`config.mk`:
```
export PLATFORM = sky130hd
export DESIGN_NAME = ip_header_rewrite
export DESIGN_NICKNAME = d
export VERILOG_FILES = /design/src/rtl/ip_header_rewrite.sv
export SDC_FILE = /design/constraint.sdc
export NUM_CORES = 2
export LEC_CHECK = 0
export BUFFER_PORTS_ARGS = -buffer_cell sky130_fd_sc_hd__buf_2
export CAP_MARGIN = 20
export CORE_AREA = 3 3 355 357
export DETAILED_ROUTE_END_ITERATION = 10
export DIE_AREA = 0 0 358 360
export GPL_ROUTABILITY_DRIVEN = 0
export PLACE_DENSITY = 0.45
export SLEW_MARGIN = 20
export SYNTH_ARGS = -nofsm -noshare
export SYNTH_HDL_FRONTEND = slang
export SYNTH_SLANG_ARGS = --single-unit
```
`constraint.sdc`:
```
create_clock -name AXI_ACLK -period 10.25 [get_ports AXI_ACLK]
set_input_delay 1.025 -clock AXI_ACLK [delete_from_list [all_inputs] [get_ports AXI_ACLK]]
set_output_delay 1.025 -clock AXI_ACLK [all_outputs]
set_load 0.005 [all_outputs]
```
`src/rtl/ip_header_rewrite.sv`:
```
`timescale 1ns/1ps
// ip_header_rewrite: egress header rewrite for forwarded IPv4 packets.
// Decrements TTL, regenerates the 20-byte IPv4 header checksum and passes
// everything else through bit-exact. Defining SRC_MAC_REWRITE_EN adds the
// mac* ports and replaces the source MAC of rewritten packets.
module ip_header_rewrite #(
    parameter int unsigned C_S_AXI_DATA_WIDTH   = 32,
    parameter int unsigned C_M_AXIS_DATA_WIDTH  = 256,
    parameter int unsigned C_S_AXIS_DATA_WIDTH  = 256,
    parameter int unsigned C_M_AXIS_TUSER_WIDTH = 128,
    parameter int unsigned C_S_AXIS_TUSER_WIDTH = 128,
    parameter int unsigned SRC_PORT_POS         = 16,
    parameter int unsigned DST_PORT_POS         = 24
) (
    input  logic                                AXI_ACLK,
    input  logic                                reset,

    input  logic [C_S_AXIS_DATA_WIDTH-1:0]      S_AXIS_TDATA,
    input  logic [C_S_AXIS_DATA_WIDTH/8-1:0]    S_AXIS_TSTRB,
    input  logic [C_S_AXIS_TUSER_WIDTH-1:0]     S_AXIS_TUSER,
    input  logic                                S_AXIS_TVALID,
    input  logic                                S_AXIS_TLAST,
    output logic                                S_AXIS_TREADY,

    output logic [C_M_AXIS_DATA_WIDTH-1:0]      M_AXIS_TDATA,
    output logic [C_M_AXIS_DATA_WIDTH/8-1:0]    M_AXIS_TSTRB,
    output logic [C_M_AXIS_TUSER_WIDTH-1:0]     M_AXIS_TUSER,
    output logic                                M_AXIS_TVALID,
    output logic                                M_AXIS_TLAST,
    input  logic                                M_AXIS_TREADY,

`ifdef SRC_MAC_REWRITE_EN
    input  logic [31:0]                         mac0_low,
    input  logic [31:0]                         mac0_high,
    input  logic [31:0]                         mac1_low,
    input  logic [31:0]                         mac1_high,
    input  logic [31:0]                         mac2_low,
    input  logic [31:0]                         mac2_high,
    input  logic [31:0]                         mac3_low,
    input  logic [31:0]                         mac3_high,
`endif

    output logic [C_S_AXI_DATA_WIDTH-1:0]       rewrite_count,
    output logic [C_S_AXI_DATA_WIDTH-1:0]       bypass_count
);

    localparam int unsigned DATA_W = C_S_AXIS_DATA_WIDTH;
    localparam int unsigned STRB_W = C_S_AXIS_DATA_WIDTH / 8;
    localparam int unsigned USER_W = C_S_AXIS_TUSER_WIDTH;
    localparam int unsigned CNT_W  = C_S_AXI_DATA_WIDTH;
    localparam int unsigned PORT_W = 8;
    localparam int unsigned ACC_W  = 20;

    // The source-port field is not consulted by this stage.
    localparam int unsigned unused_src_port_pos = SRC_PORT_POS;

    typedef enum logic [1:0] {
        ST_IDLE,
        ST_HOLD,
        ST_BODY,
        ST_DRAIN
    } state_t;

    state_t                 state;
    logic [DATA_W-1:0]      hold_data;
    logic [STRB_W-1:0]      hold_strb;
    logic [USER_W-1:0]      hold_user;
    logic                   hold_rewrite;

    logic                   out_free_c;
    logic                   rewrite_c;
    logic [PORT_W-1:0]      in_dst_c;
    logic [7:0]             ttl_dec_c;
    logic [ACC_W-1:0]       csum_acc_c;
    logic [16:0]            fold1_c;
    logic [15:0]            fold2_c;
    logic [DATA_W-1:0]      hdr_beat_c;

    // Output register can take a new beat when empty or being drained this cycle.
    assign out_free_c = !M_AXIS_TVALID || M_AXIS_TREADY;

    // Input backpressure: always open in IDLE, closed during DRAIN.
    assign S_AXIS_TREADY = (state == ST_IDLE) ||
                           (((state == ST_HOLD) || (state == ST_BODY)) && out_free_c);

    // Rewrite eligibility of an incoming beat 0 (forwarded IPv4, no options, TTL>1, non-CPU).
    always_comb begin
        in_dst_c  = S_AXIS_TUSER[DST_PORT_POS +: PORT_W];
        rewrite_c = (S_AXIS_TDATA[159:144] == 16'h0800) &&
                    (S_AXIS_TDATA[143:136] == 8'h45) &&
                    (S_AXIS_TDATA[79:72] > 8'd1) &&
                    !S_AXIS_TLAST &&
                    ((in_dst_c & 8'hAA) == 8'h00);
    end

`ifdef SRC_MAC_REWRITE_EN
    logic [PORT_W-1:0]      hold_dst_c;
    logic [47:0]            mac_sel_c;
    logic                   mac_hit_c;
    logic                   unused_mac_high;

    assign unused_mac_high = ^{mac0_high[31:16], mac1_high[31:16],
                               mac2_high[31:16], mac3_high[31:16]};

    // Lowest-numbered non-CPU destination port selects the new source MAC.
    always_comb begin
        hold_dst_c = hold_user[DST_PORT_POS +: PORT_W];
        mac_hit_c  = 1'b1;
        mac_sel_c  = '0;
        if (hold_dst_c[0])      mac_sel_c = {mac0_high[15:0], mac0_low};
        else if (hold_dst_c[2]) mac_sel_c = {mac1_high[15:0], mac1_low};
        else if (hold_dst_c[4]) mac_sel_c = {mac2_high[15:0], mac2_low};
        else if (hold_dst_c[6]) mac_sel_c = {mac3_high[15:0], mac3_low};
        else                    mac_hit_c = 1'b0;
    end
`endif

    // Rewritten beat 0: needs beat 1 on the input for the low half of the destination IP.
    always_comb begin
        ttl_dec_c  = hold_data[79:72] - 8'd1;
        csum_acc_c = ACC_W'(hold_data[143:128]) +
                     ACC_W'(hold_data[127:112]) +
                     ACC_W'(hold_data[111:96])  +
                     ACC_W'(hold_data[95:80])   +
                     ACC_W'({ttl_dec_c, hold_data[71:64]}) +
                     ACC_W'(hold_data[47:32])   +
                     ACC_W'(hold_data[31:16])   +
                     ACC_W'(hold_data[15:0])    +
                     ACC_W'(S_AXIS_TDATA[255:240]);
        fold1_c    = 17'(csum_acc_c[15:0]) + 17'(csum_acc_c[19:16]);
        fold2_c    = fold1_c[15:0] + 16'(fold1_c[16]);
        hdr_beat_c = hold_data;
        if (hold_rewrite) begin
            hdr_beat_c[79:72] = ttl_dec_c;
            hdr_beat_c[63:48] = ~fold2_c;
`ifdef SRC_MAC_REWRITE_EN
            if (mac_hit_c) begin
                hdr_beat_c[207:160] = mac_sel_c;
            end
`endif
        end
    end

    // Packet FSM with one-beat hold register, registered output stage and counters.
    always_ff @(posedge AXI_ACLK) begin
        if (reset) begin
            state         <= ST_IDLE;
            hold_data     <= '0;
            hold_strb     <= '0;
            hold_user     <= '0;
            hold_rewrite  <= 1'b0;
            M_AXIS_TDATA  <= '0;
            M_AXIS_TSTRB  <= '0;
            M_AXIS_TUSER  <= '0;
            M_AXIS_TVALID <= 1'b0;
            M_AXIS_TLAST  <= 1'b0;
            rewrite_count <= '0;
            bypass_count  <= '0;
        end else begin
            if (M_AXIS_TREADY) begin
                M_AXIS_TVALID <= 1'b0;
            end
            unique case (state)
                ST_IDLE: begin
                    if (S_AXIS_TVALID) begin
                        hold_data    <= S_AXIS_TDATA;
                        hold_strb    <= S_AXIS_TSTRB;
                        hold_user    <= S_AXIS_TUSER;
                        hold_rewrite <= rewrite_c;
                        state        <= S_AXIS_TLAST ? ST_DRAIN : ST_HOLD;
                    end
                end
                ST_HOLD, ST_BODY: begin
                    if (S_AXIS_TVALID && out_free_c) begin
                        M_AXIS_TVALID <= 1'b1;
                        M_AXIS_TDATA  <= (state == ST_HOLD) ? hdr_beat_c : hold_data;
                        M_AXIS_TSTRB  <= hold_strb;
                        M_AXIS_TUSER  <= hold_user;
                        M_AXIS_TLAST  <= 1'b0;
                        hold_data     <= S_AXIS_TDATA;
                        hold_strb     <= S_AXIS_TSTRB;
                        hold_user     <= S_AXIS_TUSER;
                        state         <= S_AXIS_TLAST ? ST_DRAIN : ST_BODY;
                    end
                end
                ST_DRAIN: begin
                    if (out_free_c) begin
                        M_AXIS_TVALID <= 1'b1;
                        M_AXIS_TDATA  <= hold_data;
                        M_AXIS_TSTRB  <= hold_strb;
                        M_AXIS_TUSER  <= hold_user;
                        M_AXIS_TLAST  <= 1'b1;
                        if (hold_rewrite) begin
                            rewrite_count <= rewrite_count + CNT_W'(1);
                        end else begin
                            bypass_count  <= bypass_count + CNT_W'(1);
                        end
                        state <= ST_IDLE;
                    end
                end
                default: state <= ST_IDLE;
            endcase
        end
    end

endmodule

```
==> results.py <==
metrics = {
    "status": {
        "outcome": "completed",
    },
    "synth": {
        "yosysTopAreaCell": "dfxtp_1",
        "synthAdderAreaFrac": 0.0731,
        "syn_area_per_cell_um2": 8.00,
        "synth_async_sr_flop_share": 0,
        "netlist_area_um2": 36000,
        "synth-simple-area-share": 0.212,
        "yosys_warnings": 0,
        "ys_seq_area_frac": 0.501,
        "synthDominantCellAreaShare": 0.501,
        "netlist_instances": 4501,
        "synth_edf_count": 0,
        "ys.flop_type": "dfxtp_1",
        "synth_top_family_by_area": "simple AND/OR/NAND/NOR gates",
        "synth_compound_area_frac": 0.141,
        "synth_nets": 5066,
        "yosys-top-cells-area": "dfxtp_1 50%, nand2_1 17%, a21oi_1 12%, fa_1 6.2%, clkbuf_1 3.0%",
        "synthMuxAreaShare": 0.00115,
        "synth_cell_types": 68,
        "ys_ff_latch": 901,
        "synthXorXnorAreaFrac": 0.0226,
    },
    "placement": {
        "port_buffers": 903,
        "dp_hpwl_um": 106000,
        "dpl.cell_count": 6769,
    },
    "clock_network": {
        "cts-root-buf": "clkbuf_16",
        "tritoncts": "yes",
        "holdBufCountCts": 0,
        "post_cts_resized": 0,
        "htreeDepth": 3,
        "post_cts_buffers": 0,
        "clkSinkCount": 901,
        "clkTransAtPathRegs_ns": 0.06,
        "cts_buffer_depth": 3,
        "clk_latency_ns": 0.68,
        "numCtsBuffers": 103,
    },
    "route": {
        "drc": 0,
        "viasPerCell": 4.65,
        "vias": 32500,
        "dr.pass1.iters": 5,
        "wirelength_um": 146000,
        "drt-initial-drc-count": 2302,
        "routedWlPerCell_um": 20.9,
        "detail-route-antenna-nets": 0,
    },
    "die": {
        "io_pins": 904,
        "die_h_um": 360,
        "rows": 129,
        "initial_core_util": 0.292,
        "coreArea_um2": 123000,
        "dieWidth_um": 358,
        "die_area_um2": 129000,
    },
    "critical_path": {
        "crit_cells": 38,
        "slowest_stage": "fa_1",
        "rr_worst_depth": 38,
        "end_kind": "flop",
        "critPathBufInv": 4,
        "start_kind": "flop",
        "path_max_fanout": 8,
        "crit_type": "reg2reg",
        "worstPathRequired_ns": 10.79,
        "max_stage_delay_ns": 0.59,
        "arrival_ns": 10.08,
        "crit_family": "adder cells",
        "cpMostUsedCell": "ha_1",
    },
    "sta": {
        "fmax_mhz": 105,
        "min_period_ns": 9.54,
        "totalNegativeSetupSlack_ns": 0,
        "maxSlewViolCount": 0,
        "clock_skew_ns": 0.0433,
        "hold_viol_final": 0,
        "slew_headroom": 0.129,
        "rsz0062_at_grt": "no",
        "finalSetupViolCount": 0,
        "worst_pin_slew_ns": 1.31,
        "period_share": 0.931,
    },
    "finish": {
        "nets": 5802,
        "final-seq-area_um2": 18000,
        "multi_input_area_um2": 16200,
        "drive_gt1_frac": 0.207,
        "fin_cells": 6981,
        "syn2layout_area_growth_pct": 26.0,
        "nFillCells": 13300,
        "fin_util": 0.368,
    },
    "hold_path": {
        "hold_class": "reg2reg",
        "hold_depth": 2,
    },
    "pwr": {
        "p_per_area_nw_per_um2": 421,
        "irDropWorstVdd_mv": 0.595,
        "p_leak_nw": 19.0,
    },
    "grt": {
        "grt_usage": 0.217,
        "grt_pass1_wl_um": 210000,
        "antenna_found_initial": 64,
        "grt_overflow": 0,
        "first_global_vias": 31000,
        "grt_max_degree": 200,
    },
    "job": {
        "drv_cap": 0,
    },
}
[per-layer routing]
layer	track usage	vias up	share of wire
met5	0	-	0.0012
met4	0.0823	28	0.033
met3	0.0768	228	0.092
met2	0.339	933	0.45
met1	0.274	15300	0.42
li1	-	16000	-
[synthesized netlist by cell type, types with 33 or more instances]
master / n
a21oi_1: 845
clkbuf_1: 287
dfxtp_1: 901
fa_1: 111
ha_1: 33
inv_1: 177
nand2_1: 1674
nand3_1: 38
nor2_1: 112
xnor2_1: 40
xor2_1: 51
[tightest hold or removal path, stage by stage (launching register included)]
cell     delay (ns)
dfxtp_1        0.31
nand2_1        0.05
a21oi_1        0.05
[through the flow]
stage,instance area [um2],total power [W],hold WS (ns),setup WS (ns)
global route,45300,0.0206,0.447,0.0426
global placement,41800,0.0154,0.436,0.399
floorplan,36000,0.0120,0.432,1.24
detailed placement,41800,0.0153,0.442,0.196
finish,45400,0.0191,0.427,0.706
CTS,45300,0.0193,0.431,0.670
[kinds of logic (layout without fill, tap and decap cells)]
kind of cell,count (synthesis),in the layout
flops,901,901
simple gates,1933,1933
buf+inv,474,1286
other cells,0,31
compound gates,953,953
fa+ha+maj,144,144
xor+xnor,92,92
mux,4,4
[cell usage in the layout (no fill, tap or decap), types with 18 or more instances in the layout]
cell type and count:
a21oi_1 845, clkbuf_8 29, buf_2 902, inv_1 177
nor2_1 112, clkbuf_16 103, o21ai_0 18, xnor2_1 40
diode_2 31, ha_1 33, a211oi_1 18, nand2_1 1673
nand3_1 38, xor2_1 51, clkbuf_1 24, fa_1 111
dfxtp_1 901
[power breakdown]
| part | total, W | internal (W) | leakage (nW) | switching (W) |
|---|---|---|---|---|
| Sequential | 0.00440 | 0.00405 | 7.33 | 0.000357 |
| Clock | 0.00380 | 0.00224 | 1.71 | 0.00156 |
| Combinational | 0.0109 | 0.00376 | 9.96 | 0.00714 |
| Total | 0.0191 | 0.0101 | 19.0 | 0.00905 |
[final timing paths]
check | from | to | slack, ns
hold reg to reg | hold_data[195] | M_AXIS_TDATA[195] | 0.43
setup reg to reg | hold_data[72] | M_AXIS_TDATA[60] | 0.71
hold / removal | hold_data[195] | M_AXIS_TDATA[195] | 0.43
setup / recovery | hold_data[72] | M_AXIS_TDATA[60] | 0.71
[flip-flops by register name (all words and copies together), names as in the netlist, 2 cells and up]
register       flops
M_AXIS_TSTRB      32
bypass_count      32
M_AXIS_TDATA     256
M_AXIS_TUSER     128
hold_strb         32
state              2
hold_user        128
rewrite_count     32
hold_data        256
[layout make-up]
| class | instances | area share |
|---|---|---|
| repair buffers | 928 | 0.106 |
| well taps | 1637 | 0.0451 |
| flip-flops and latches | 901 | 0.398 |
| clock inverters | 25 | 0.00987 |
| multi-input cells | 3126 | 0.357 |
| diodes | 31 | 0.00171 |
| inverters | 177 | 0.0146 |
| clock buffers | 156 | 0.0676 |
Power figures use the tool's default switching activity.
